[src/rtl/fetch_pkg.sv]
// Shared constants, the queue entry layout and the epoch width helper for the fetch queue.
package fetch_pkg;

  localparam int FQ_ADDR_W     = 32;
  localparam int FQ_DATA_W     = 32;
  localparam int FQ_INST_BYTES = 4;
  localparam int FQ_OFF_SHIFT  = 2;
  localparam logic [FQ_ADDR_W-1:0] FQ_RESET_PC = 32'h0000_0000;

  // One decoded-stage entry at the default widths: fetch address plus returned word.
  typedef struct packed {
    logic [FQ_ADDR_W-1:0] addr;
    logic [FQ_DATA_W-1:0] data;
  } fetch_entry_t;

  // Enough epoch values that DEPTH back-to-back redirects never alias a live tag.
  function automatic int epoch_w(input int depth);
    return $clog2(depth) + 1;
  endfunction

endpackage

[src/rtl/sync_fifo.sv]
// Single-clock FIFO with synchronous reset and flush; power-of-two depth.
module sync_fifo #(
  parameter int WIDTH = 8,
  parameter int DEPTH = 4
) (
  input  logic                     clock,
  input  logic                     reset,
  input  logic                     flush,
  input  logic                     push,
  input  logic [WIDTH-1:0]         push_data,
  input  logic                     pop,
  output logic [WIDTH-1:0]         pop_data,
  output logic                     full,
  output logic                     empty,
  output logic [$clog2(DEPTH):0]   count
);

  localparam int PTR_W = $clog2(DEPTH);
  localparam int CNT_W = PTR_W + 1;

  logic [WIDTH-1:0] mem [DEPTH];
  logic [PTR_W-1:0] wr_ptr;
  logic [PTR_W-1:0] rd_ptr;
  logic [CNT_W-1:0] count_q;
  logic             push_ok;
  logic             pop_ok;

  assign full     = (count_q == CNT_W'(DEPTH));
  assign empty    = (count_q == '0);
  assign count    = count_q;
  assign pop_data = mem[rd_ptr];
  assign pop_ok   = pop & ~empty;
  assign push_ok  = push & (~full | pop_ok);

  // Storage array; contents are don't-care until pointed at, so no reset.
  always_ff @(posedge clock) begin
    if (push_ok) mem[wr_ptr] <= push_data;
  end

  // Pointer and occupancy bookkeeping; flush drops everything held.
  always_ff @(posedge clock) begin
    if (reset || flush) begin
      wr_ptr  <= '0;
      rd_ptr  <= '0;
      count_q <= '0;
    end else begin
      if (push_ok) wr_ptr <= wr_ptr + PTR_W'(1);
      if (pop_ok)  rd_ptr <= rd_ptr + PTR_W'(1);
      count_q <= count_q + CNT_W'(push_ok) - CNT_W'(pop_ok);
    end
  end

endmodule

[src/rtl/fetch_queue_unit.sv]
// Fetch stage: PC, in-order imem requests with DEPTH credits, instruction queue,
// branch/jump redirect with epoch-tagged discard of in-flight responses.
module fetch_queue_unit
  import fetch_pkg::*;
#(
  parameter int                ADDR_W     = FQ_ADDR_W,
  parameter int                DATA_W     = FQ_DATA_W,
  parameter int                DEPTH      = 4,
  parameter logic [ADDR_W-1:0] RESET_PC   = ADDR_W'(FQ_RESET_PC),
  parameter int                INST_BYTES = FQ_INST_BYTES,
  parameter int                OFF_SHIFT  = FQ_OFF_SHIFT
) (
  input  logic              clock,
  input  logic              reset,
  output logic              imem_req_valid,
  output logic [ADDR_W-1:0] imem_req_addr,
  input  logic              imem_req_ready,
  input  logic              imem_rsp_valid,
  input  logic [DATA_W-1:0] imem_rsp_data,
  input  logic              br_z,
  input  logic              br_b,
  input  logic [ADDR_W-1:0] br_pc,
  input  logic [ADDR_W-1:0] br_offset,
  input  logic              jmp_valid,
  input  logic [ADDR_W-1:0] jmp_addr,
  output logic              inst_valid,
  output logic [DATA_W-1:0] inst_data,
  output logic [ADDR_W-1:0] inst_pc,
  input  logic              inst_ready,
  output logic [ADDR_W-1:0] pc
);

  localparam int EPOCH_W = epoch_w(DEPTH);
  localparam int CNT_W   = $clog2(DEPTH) + 1;
  localparam int STALE_W = 8;

  typedef struct packed {
    logic [ADDR_W-1:0]  addr;
    logic [EPOCH_W-1:0] epoch;
  } tag_t;

  typedef struct packed {
    logic [ADDR_W-1:0] addr;
    logic [DATA_W-1:0] data;
  } entry_t;

  logic [ADDR_W-1:0]  pc_q;
  logic [EPOCH_W-1:0] epoch_q;
  // Responses still owed by memory for requests accepted before the last reset.
  logic [STALE_W-1:0] stale_q;
  logic [STALE_W-1:0] stale_pend;

  logic               br_taken, redirect;
  logic [ADDR_W-1:0]  br_target, target;
  logic               credit_ok, accept;
  logic               rsp_stale, rsp_pop, rsp_keep, inst_pop;

  tag_t               tag_push, tag_head;
  logic               tag_full, tag_empty;
  logic [CNT_W-1:0]   tag_count;
  entry_t             q_push, q_head;
  logic               q_full, q_empty;
  logic [CNT_W-1:0]   q_count;

  assign br_taken  = br_z & br_b;
  assign redirect  = jmp_valid | br_taken;
  assign br_target = br_pc + ADDR_W'(INST_BYTES) + (br_offset << OFF_SHIFT);
  assign target    = jmp_valid ? jmp_addr : br_target;

  // Queued words plus words still owed must fit in the queue, so a push never overflows.
  assign credit_ok = ~q_full & ~tag_full &
                     (({1'b0, q_count} + {1'b0, tag_count}) < (CNT_W + 1)'(DEPTH));

  assign imem_req_valid = ~reset & ~redirect & credit_ok;
  assign imem_req_addr  = pc_q;
  assign accept         = imem_req_valid & imem_req_ready;
  assign pc             = pc_q;

  // Pre-reset responses come back first because memory answers in order.
  assign rsp_stale = imem_rsp_valid & (stale_q != '0);
  assign rsp_pop   = imem_rsp_valid & ~rsp_stale & ~tag_empty;
  assign rsp_keep  = rsp_pop & (tag_head.epoch == epoch_q) & ~redirect & ~reset;

  assign tag_push = '{addr: pc_q, epoch: epoch_q};
  assign q_push   = '{addr: tag_head.addr, data: imem_rsp_data};

  assign inst_valid = ~reset & ~q_empty;
  assign inst_data  = inst_valid ? q_head.data : '0;
  assign inst_pc    = inst_valid ? q_head.addr : '0;
  assign inst_pop   = inst_valid & inst_ready;

  // Count of owed-but-orphaned responses as it stands after this cycle's response.
  always_comb begin
    stale_pend = stale_q + STALE_W'(tag_count);
    if (imem_rsp_valid && (stale_pend != '0)) stale_pend = stale_pend - STALE_W'(1);
  end

  // PC, epoch and orphan counter; the counter survives reset since memory keeps answering.
  always_ff @(posedge clock) begin
    if (reset) begin
      pc_q    <= RESET_PC;
      epoch_q <= '0;
      stale_q <= stale_pend;
    end else begin
      if (redirect) begin
        pc_q    <= target;
        epoch_q <= epoch_q + EPOCH_W'(1);
      end else if (accept) begin
        pc_q <= pc_q + ADDR_W'(INST_BYTES);
      end
      if (rsp_stale) stale_q <= stale_q - STALE_W'(1);
    end
  end

  sync_fifo #(.WIDTH($bits(tag_t)), .DEPTH(DEPTH)) u_tag_fifo (
    .clock     (clock),
    .reset     (reset),
    .flush     (1'b0),
    .push      (accept),
    .push_data (tag_push),
    .pop       (rsp_pop),
    .pop_data  (tag_head),
    .full      (tag_full),
    .empty     (tag_empty),
    .count     (tag_count)
  );

  sync_fifo #(.WIDTH($bits(entry_t)), .DEPTH(DEPTH)) u_inst_queue (
    .clock     (clock),
    .reset     (reset),
    .flush     (redirect),
    .push      (rsp_keep),
    .push_data (q_push),
    .pop       (inst_pop),
    .pop_data  (q_head),
    .full      (q_full),
    .empty     (q_empty),
    .count     (q_count)
  );

endmodule

[config.mk]
export PLATFORM = sky130hd
export DESIGN_NAME = fetch_queue_unit
export DESIGN_NICKNAME = d
export VERILOG_FILES = /design/src/rtl/fetch_pkg.sv /design/src/rtl/sync_fifo.sv /design/src/rtl/fetch_queue_unit.sv
export SDC_FILE = /design/constraint.sdc
export NUM_CORES = 1
export LEC_CHECK = 0
export CORE_ASPECT_RATIO = 1.5
export CORE_UTILIZATION = 25
export CTS_CLUSTER_DIAMETER = 50
export CTS_CLUSTER_SIZE = 40
export DETAILED_ROUTE_END_ITERATION = 16
export PLACE_DENSITY = 0.4
export REMOVE_ABC_BUFFERS = 1
export SLEW_MARGIN = 25
export SYNTH_ARGS = -nofsm -noshare
export SYNTH_HDL_FRONTEND = slang
export SYNTH_SLANG_ARGS = --single-unit
[constraint.sdc]
create_clock -name clock -period 5 [get_ports clock]
set_input_delay 0.5 -clock clock [delete_from_list [all_inputs] [get_ports clock]]
set_output_delay 0.5 -clock clock [all_outputs]
set_load 0.02 [all_outputs]
==> metrics list, run 1 <==
- Run status: completed
- In this run the tightest slew margin relative to its limit is 0.495.
- sky130_fd_sc_hd__edfxtp_1 is the most common cell in the netlist.
- Start point of the worst hold path: jmp_valid
* Via count: 12,130
* Number of max-capacitance violations reported: 0
- In the final timing run, aggregate negative setup slack is 0 ns.
* Critical path cell sequence: inv_1, ha_1, nand3b_1, nor4_1, o311a_1, nand2_1, nor4_2, buf_4, and2_4, buf_12
- The initialized floorplan defines 128 standard-cell rows.
- For this run, the total global-route usage over all layers was measured as 0.130.
- In this run the post-CTS setup repair buffer count came out at 0.
* Max H-tree Level: 2
* Routed wire length per instance: 20.5 µm
* Placed wire-length estimate: 36.0 mm
- Number of placed I/O pins: 266
- Post-synth design cell area: 20,600 µm²
* Placeable core region: 81,500 µm²
* Final clock period utilization by the worst path: 0.693
* Grt ovf: 0
* Number of placed instances with taps included: between 2,000 and 3,000
- Nature of the critical path startpoint: flip-flop
- Syn Area/Cell: 15.5 µm²
* Worst VDD drop: 183 µV
* Vias in the first global route: between 10,000 and 15,000
- The worst setup path is of the reg -> reg kind.
* Number of remaining DRC errors: 0
- Summed over all layers, the routed wires come to 54.2 mm.
- The number of antenna violations at the first check in global routing came to 0.
- The share of synthesized area in the top cell type comes to 0.588.
- Routed vias/inst: ~4.6
- Sum of buffers and inverters on the critical path: 3
- Clock Sinks: 457
- Worst clock skew on the final layout: 0.0256 ns
* Share of flip-flops with an asynchronous set or reset: 0
- Synth-to-Final Area Change: 25.4%
* Min Tclk post-route: 3.47 ns
- Among all flip-flop cells after synthesis, the most frequent one is sky130_fd_sc_hd__edfxtp_1.
* Skew-Pair Late Insertion Delay: 0.59 ns
- Starting Density: 0.253
- Finish-stage setup viols: 0
* CTS root buf: sky130_fd_sc_hd__clkbuf_16
- The critical path starts at stale_q[1].
- Highest net fanout along the worst path: 33
- Entering global routing, the biggest net connects 66 pins.
- The clock passes through at most 3 buffers.
* First-pass iteration count of the detailed router: 5
- Post-synth top area cell: sky130_fd_sc_hd__edfxtp_1
- Counting flops and latches in the post-synthesis netlist gives 457.
- The die is 237 µm wide.
* Type of destination of the critical path: flip-flop
- Highest cell delay on the worst timing path: between 0.5 and 0.6 ns
- Wire length of the first global-routing pass: 81.6 mm
- Number of enable-type register cells in the synthesized netlist: 404
- Reg2Reg Launch Point: stale_q[1]
- STA puts the critical path data required time at 5.25 ns.
- The floorplan step defined a die boundary enclosing 83,700 µm².
- The slowest stage of the critical path is the sky130_fd_sc_hd__and2_4 cell.
- Leakage power of the design: 8.51 nW
- Once layout is complete, the cells apart from fillers number 2,643.
* Cell Pwr Density: approximately 340 nW/µm²
* Placer congestion estimate: 0.760
* Max Freq: 288 MHz
- Share of cells above drive strength 1: 0.145
* Part of the Yosys area used for sequential elements: 0.640
- After synthesis, the most frequently instantiated cells are 404 x sky130_fd_sc_hd__edfxtp_1, 99 x sky130_fd_sc_hd__mux4_2, 79 x sky130_fd_sc_hd__ha_1.
* Post-CTS Hold Buffers: 0
* Vertical die dimension: 354 µm
- Number of max-slew violations in the final report: 0
* First DRT Iteration DRCs: 684
* Number of hold violations in the final report: 0
- Yosys mapped the design onto 68 distinct sky130hd cell types.
- Clock-pin slew on the worst setup and hold paths: 0.08 ns
* Crit path arrival time: between 3 and 4 ns
- Net total in the final layout: 1,788
* Clock buffers created by TritonCTS: a little over 40
- Number of warnings printed during yosys synthesis: 0
* Worst-margin pin slew: 0.758 ns
- The detail route stage leaves a number of antenna-violating nets equal to 0.
- IO Port Bufs: around 260
* Delay-heaviest family, CP: simple AND/OR/NAND/NOR gates
- After technology mapping, the gate count stands at 1,329.
- Once the clock tree was built, the resizer swapped 0 gates to a different size.
* Top cells by area, synth: sky130_fd_sc_hd__edfxtp_1 59%, sky130_fd_sc_hd__mux4_2 11%, sky130_fd_sc_hd__dfxtp_1 5.1%
- TritonCTS built the clock tree.
* RSZ-0062 raised after global routing: false
- Across all hold checks on the routed design, the worst slack comes to 0.387 ns.
* Hold crit path type: in -> reg
- Core Util, Final: 0.317
* Total design power: about 8.7 mW
[flip-flops by register name, summed over array words and instances, names as in the netlist, named ones only]
register	cells
u_tag_fifo.wr_ptr	2
u_inst_queue.wr_ptr	2
u_tag_fifo.count	3
stale_q	8
u_inst_queue.count	3
u_tag_fifo.rd_ptr	2
u_tag_fifo.mem	140
epoch_q	3
u_inst_queue.rd_ptr	2
u_inst_queue.mem	256
imem_req_addr	32
[worst register-to-register path: stages, from the launching register on]
cell and delay (ns):
sky130_fd_sc_hd__edfxtp_1 0.47, sky130_fd_sc_hd__inv_1 0.14, sky130_fd_sc_hd__ha_1 0.25, sky130_fd_sc_hd__nand3b_1 0.13, sky130_fd_sc_hd__nor4_1 0.38, sky130_fd_sc_hd__o311a_1 0.39, sky130_fd_sc_hd__nand2_1 0.12, sky130_fd_sc_hd__nor4_2 0.14
sky130_fd_sc_hd__buf_4 0.20, sky130_fd_sc_hd__and2_4 0.56, sky130_fd_sc_hd__buf_12 0.32
[through the flow]
stage,setup slack [ns],cell area [µm²]
finish,1.53,25900
global route,1.18,25900
CTS,1.37,25900
detailed placement,0.923,24400
global placement,0.990,24400
floorplan,0.0169,20200
[cell usage in the layout, fill, tap and decap left out, types with 7 or more instances in the layout]
cell type,n
sky130_fd_sc_hd__a211oi_1,19
sky130_fd_sc_hd__a21o_1,19
sky130_fd_sc_hd__a21oi_1,52
sky130_fd_sc_hd__a221oi_1,7
sky130_fd_sc_hd__a31oi_1,16
sky130_fd_sc_hd__and2_1,68
sky130_fd_sc_hd__and3_1,14
sky130_fd_sc_hd__buf_4,17
sky130_fd_sc_hd__clkbuf_16,43
sky130_fd_sc_hd__clkdlybuf4s50_1,261
sky130_fd_sc_hd__dfxtp_1,49
sky130_fd_sc_hd__edfxtp_1,404
sky130_fd_sc_hd__ha_1,79
sky130_fd_sc_hd__inv_1,31
sky130_fd_sc_hd__inv_6,7
sky130_fd_sc_hd__mux2i_1,8
sky130_fd_sc_hd__mux4_2,99
sky130_fd_sc_hd__nand2_1,53
sky130_fd_sc_hd__nand3_1,16
sky130_fd_sc_hd__nand4_1,17
sky130_fd_sc_hd__nor2_1,71
sky130_fd_sc_hd__nor2b_1,8
sky130_fd_sc_hd__nor3_1,14
sky130_fd_sc_hd__o21ai_0,29
sky130_fd_sc_hd__o21bai_1,9
sky130_fd_sc_hd__xnor2_1,36
sky130_fd_sc_hd__xor2_1,23
[final timing paths]
path                        endpoint  depth (start not counted)  slack (ns)
min reg2reg     u_tag_fifo.wr_ptr[1]                          2        0.51
max          u_inst_queue.mem[3][39]                         10        1.53
min                imem_req_addr[30]                          3        0.39
max reg2reg  u_inst_queue.mem[3][39]                         10        1.53
[metal layers]
layer  vias to the layer above  GRT usage  routed length, µm
li1                       5643          -                  -
met1                      6116      0.151              22300
met2                       292      0.238              28100
met3                        79     0.0234               2140
met4                         0     0.0436               1530
met5                         -          0                  0
[cell families (layout without fill, tap and decap cells)]
| logic type | after synthesis | count (layout) | share of synthesized area |
|---|---|---|---|
| other | 0 | 1 | 0 |
| muxes | 108 | 108 | 0.113 |
| and+or+nand+nor | 300 | 300 | 0.0755 |
| adders and majority gates | 83 | 83 | 0.0518 |
| DFF | 457 | 457 | 0.640 |
| xor gates and xnor gates | 59 | 59 | 0.0251 |
| AOI/OAI and AO/OA | 202 | 202 | 0.0675 |
| buffers and inverters | 120 | 393 | 0.0280 |
[cell type report]
cell class	instances	area [µm²]
Antenna cell	1	2.50
Sequential cell	457	13200
Fill cell	8082	55700
Clock inverter	31	382
Inverter	31	116
Multi-Input combinational cell	752	6900
Timing Repair Buffer	286	2870
Clock buffer	45	1080
Tap cell	1040	1300
[where the power goes]
part           internal, mW  leakage [nW]  switching (mW)  total (mW)
Combinational         0.435          3.70           0.482       0.918
Clock                  1.79         0.709            1.63        3.42
Sequential             4.23          4.10           0.145        4.38
Power figures use the tool's default switching activity.
==> run 2: changes to the inputs <==
- PLACE_DENSITY: 0.4 -> 0.42
- clock period: 5 -> 3.17 ns (I/O delays scaled with it)
==> run 2 against run 1 <==
First-iteration DRC count down 7.2%. Final cell count up 3.4%. Register-to-register slack worse by 1.4 ns. Critical path depth up 4. Critical endpoint is now imem_req_addr[29]. Highest routed layer unchanged.
==> metrics list, run 2 (synthesis results as in run 1) <==
- The post-detailed-placement half-perimeter wirelength was 37.4 mm (was 36.0 mm).
* Placeable core region: 81,500 µm² (unchanged)
- Reg2Reg Launch Point: stale_q[0] (was stale_q[1])
* Hold crit path type: in -> reg (unchanged)
- Wire length of the first global-routing pass: 81.7 mm (was 81.6 mm)
* Max-slew headroom at the worst pin: 0.575 (was 0.495)
- Number of remaining DRC errors: 0 (unchanged)
- Run status: completed (unchanged).
- Cell Pwr Density: 526 nW/µm² (was 337 nW/µm²)
- IO Port Bufs: 263 (unchanged)
- The count of hold buffers inserted by post-cts repair was 0 (unchanged).
* Crit path required time: 3.69 ns (was 5.25 ns)
* Clock buffers created by TritonCTS: 42 (was 41)
* Worst hold slack: 0.246 ns (was 0.387 ns)
- Critical path cell sequence: clkdlybuf4s50_1, ha_1, ha_1, fa_1, a21o_1, a21o_1, a221oi_2, o31a_2, o21ai_2, buf_4, a21oi_1, nor3_1, or3_1, nand3_1 (was inv_1, ha_1, nand3b_1, nor4_1, o311a_1, nand2_1, nor4_2, buf_4, and2_4, buf_12).
* Synth-to-Final Area Change: 29.7% (was 25.4%)
- The worst setup path endpoint is imem_req_addr[29] (was u_inst_queue.mem[3][39]).
* Starting Density: 0.253 (unchanged)
- The die area is 83,700 µm² (unchanged).
- The register name with the most flops is u_inst_queue.mem (unchanged).
- Worst Slack Setup Final: 0.178 ns (was 1.53 ns)
* Placement row count: 128 (unchanged)
- Worst VDD drop: 316 µV (was 183 µV)
* Grt ovf: 0 (unchanged)
- Path type of the worst setup path: in -> reg (was reg -> reg)
* Number of max-slew violations in the final report: 0 (unchanged)
* Vias in the first global route: 13,419 (was 13,199)
- The worst setup timing slack at the placement stage came to -0.511 ns (was 0.923 ns).
- Number of hold violations in the final report: 0 (unchanged)
- The flip-flop count of the largest register after layout came to 256 (unchanged).
- The delay of the slowest critical-path stage is 0.41 ns (was 0.56 ns).
- The critical path launch point type is an input port (was flip-flop).
- The overall power came to 14.1 mW (was 8.71 mW).
- The instance count after placement with tap cells included was 2,655 (was 2,566).
- The cell with the largest stage delay on the worst path is sky130_fd_sc_hd__clkdlybuf4s50_1 (was sky130_fd_sc_hd__and2_4).
- Maximum number of pins on one net before global-route repair: 66 (unchanged)
* Delay-heaviest family, CP: compound AO/OA/AOI/OAI gates (was simple AND/OR/NAND/NOR gates)
- The most common cell after layout, fill and taps aside is sky130_fd_sc_hd__edfxtp_1 (unchanged).
- Min Tclk post-route: 2.99 ns
- Highest net fanout along the worst path: 4 (was 33)
* CTS tree: yes (unchanged)
- Crit path arrival time: 3.51 ns (was 3.71 ns)
- Worst clock skew on the final layout: 0.0432 ns (was 0.0256 ns)
- The post-detailed-route count of antenna-violating nets was 0 (unchanged).
- Skew-Pair Late Insertion Delay: 0.61 ns (was 0.59 ns)
- Clock Path Buffers: 3 (unchanged)
- The total inserted antenna cells was 0 (was 1).
- Type of destination of the critical path: flip-flop (unchanged)
- The launch point of the critical path is br_pc[3] (was stale_q[1]).
- Worst-margin pin slew: 0.635 ns (was 0.758 ns)
- Finish-stage setup viols: 0 (unchanged)
* Max H-tree Level: 2 (unchanged)
* RSZ-0062 raised after global routing: false (unchanged)
* Max Freq: 334 MHz
* Vertical die dimension: 354 µm (unchanged)
- Post-layout instance count excluding filler cells: 2,733 (was 2,643)
- First DRT Iteration DRCs: 635 (was 684)
* Antenna violations before repair: 0 (unchanged)
* Via count: 12,439 (was 12,130)
- Worst reg2reg endpoint: stale_q[6] (was u_inst_queue.mem[3][39])
* Routed vias/inst: 4.55 (was 4.59)
* Total wire length: 54.0 mm (was 54.2 mm)
* Number of placed I/O pins: 266 (unchanged)
- Top library cells by usage in the layout, fill and taps aside: 404 x sky130_fd_sc_hd__edfxtp_1, 260 x sky130_fd_sc_hd__clkdlybuf4s50_1, 100 x sky130_fd_sc_hd__buf_4 (was 404 x sky130_fd_sc_hd__edfxtp_1, 261 x sky130_fd_sc_hd__clkdlybuf4s50_1, 99 x sky130_fd_sc_hd__mux4_2)
* Leakage power of the design: 9.04 nW (was 8.51 nW)
- Width of the die: 237 µm (unchanged)
- The met1 track utilization from global routing is 0.148 (was 0.151).
- Net total in the final layout: 1,882 (was 1,788)
* Clock Sinks: 457 (unchanged)
- The mean routed wirelength per cell came to 19.8 µm (was 20.5 µm).
- Number of gates on the worst path with buffers counted: 14 (was 10)
- Aggregate global-route resource usage: 0.129 (was 0.130)
- The most used routing layer in global routing is met2 (unchanged).
* CTS root buf: sky130_fd_sc_hd__clkbuf_16 (unchanged)
- The met3 usage in global routing was 0.0212 (was 0.0234).
- The max-capacitance violation count was 0 (unchanged).
- The register-to-register path setup slack was 0.18 ns (was 1.53 ns).
- The met2 routing resource usage after global routing came to 0.238 (about the same).
* Setup total negative slack: 0 ns (unchanged)
- First-pass iteration count of the detailed router: 5 (unchanged)
* Clock-pin slew on the worst setup and hold paths: 0.07 ns (was 0.08 ns)
- The fraction of layout instances using a drive strength above 1 came to 0.191 (was 0.145).
- The worst reg-to-reg path cell count is 11 (was 10).
- Final clock period utilization by the worst path: 0.944
* Placer congestion estimate: 0.783 (was 0.760)
- Sum of buffers and inverters on the critical path: 2 (was 3)
-- run 2: repair_timing --
item / 4_1_cts / 5_1_grt
setup buffers: 0 / 4
resized for setup: 1 / 4
pin swaps: 0 / 5
endpoints found under the setup margin: 1 / 117
-- run 2: through the flow --
| step | util | area (µm²) |
|---|---|---|
| final | 0.328 | 26800 |
| after global routing | 0.328 | 26800 |
| after floorplan | - | 20200 |
| after CTS | 0.328 | 26700 |
| after detailed placement | 0.309 | 25200 |
| after global placement | 0.309 | 25200 |
-- run 2: worst reg2reg max path, cell delays in order, from the launching register on --
cell and delay (ns):
sky130_fd_sc_hd__edfxtp_1 0.41, sky130_fd_sc_hd__ha_1 0.19, sky130_fd_sc_hd__inv_1 0.06, sky130_fd_sc_hd__fa_1 0.40, sky130_fd_sc_hd__nor2b_1 0.16, sky130_fd_sc_hd__o21ai_2 0.12
sky130_fd_sc_hd__o32a_1 0.37, sky130_fd_sc_hd__o31ai_4 0.25, sky130_fd_sc_hd__nor2_1 0.10, sky130_fd_sc_hd__a311o_1 0.35, sky130_fd_sc_hd__a31oi_1 0.21, sky130_fd_sc_hd__xor2_1 0.09
-- run 2: area by class of cell --
class | count | area (µm²)
fillers | 8042 | 54800
repair buffers | 379 | 3690
clock buffers | 47 | 1140
flip-flops and latches | 457 | 13200
well taps | 1040 | 1300
multi-input cells | 752 | 6910
clock inverters | 27 | 389
inverters | 31 | 116
-- run 2: worst min path at each step --
stage	from	end	slack, ns	cells after the start
floorplan	reset	epoch_q[1]	0.39	1
detailed placement	u_tag_fifo.wr_ptr[1]	u_tag_fifo.wr_ptr[1]	0.50	2
global route	reset	u_tag_fifo.count[2]	0.23	3
finish	reset	u_tag_fifo.count[2]	0.25	3
global placement	u_tag_fifo.wr_ptr[1]	u_tag_fifo.wr_ptr[1]	0.48	2
CTS	reset	u_tag_fifo.count[2]	0.21	3
-- run 2: routing by layer --
layer | wire length, µm | share of wire
met5 | 0 | 0
met4 | 1740 | 0.032
met3 | 2100 | 0.039
met2 | 28200 | 0.52
met1 | 21900 | 0.41
-- run 2: report_power, final --
part / total, mW / switching (mW) / leakage (nW) / internal [mW]
logic: 1.72 / 0.903 / 4.21 / 0.821
clock network: 5.55 / 2.67 / 0.735 / 2.88
registers: 6.80 / 0.126 / 4.10 / 6.67
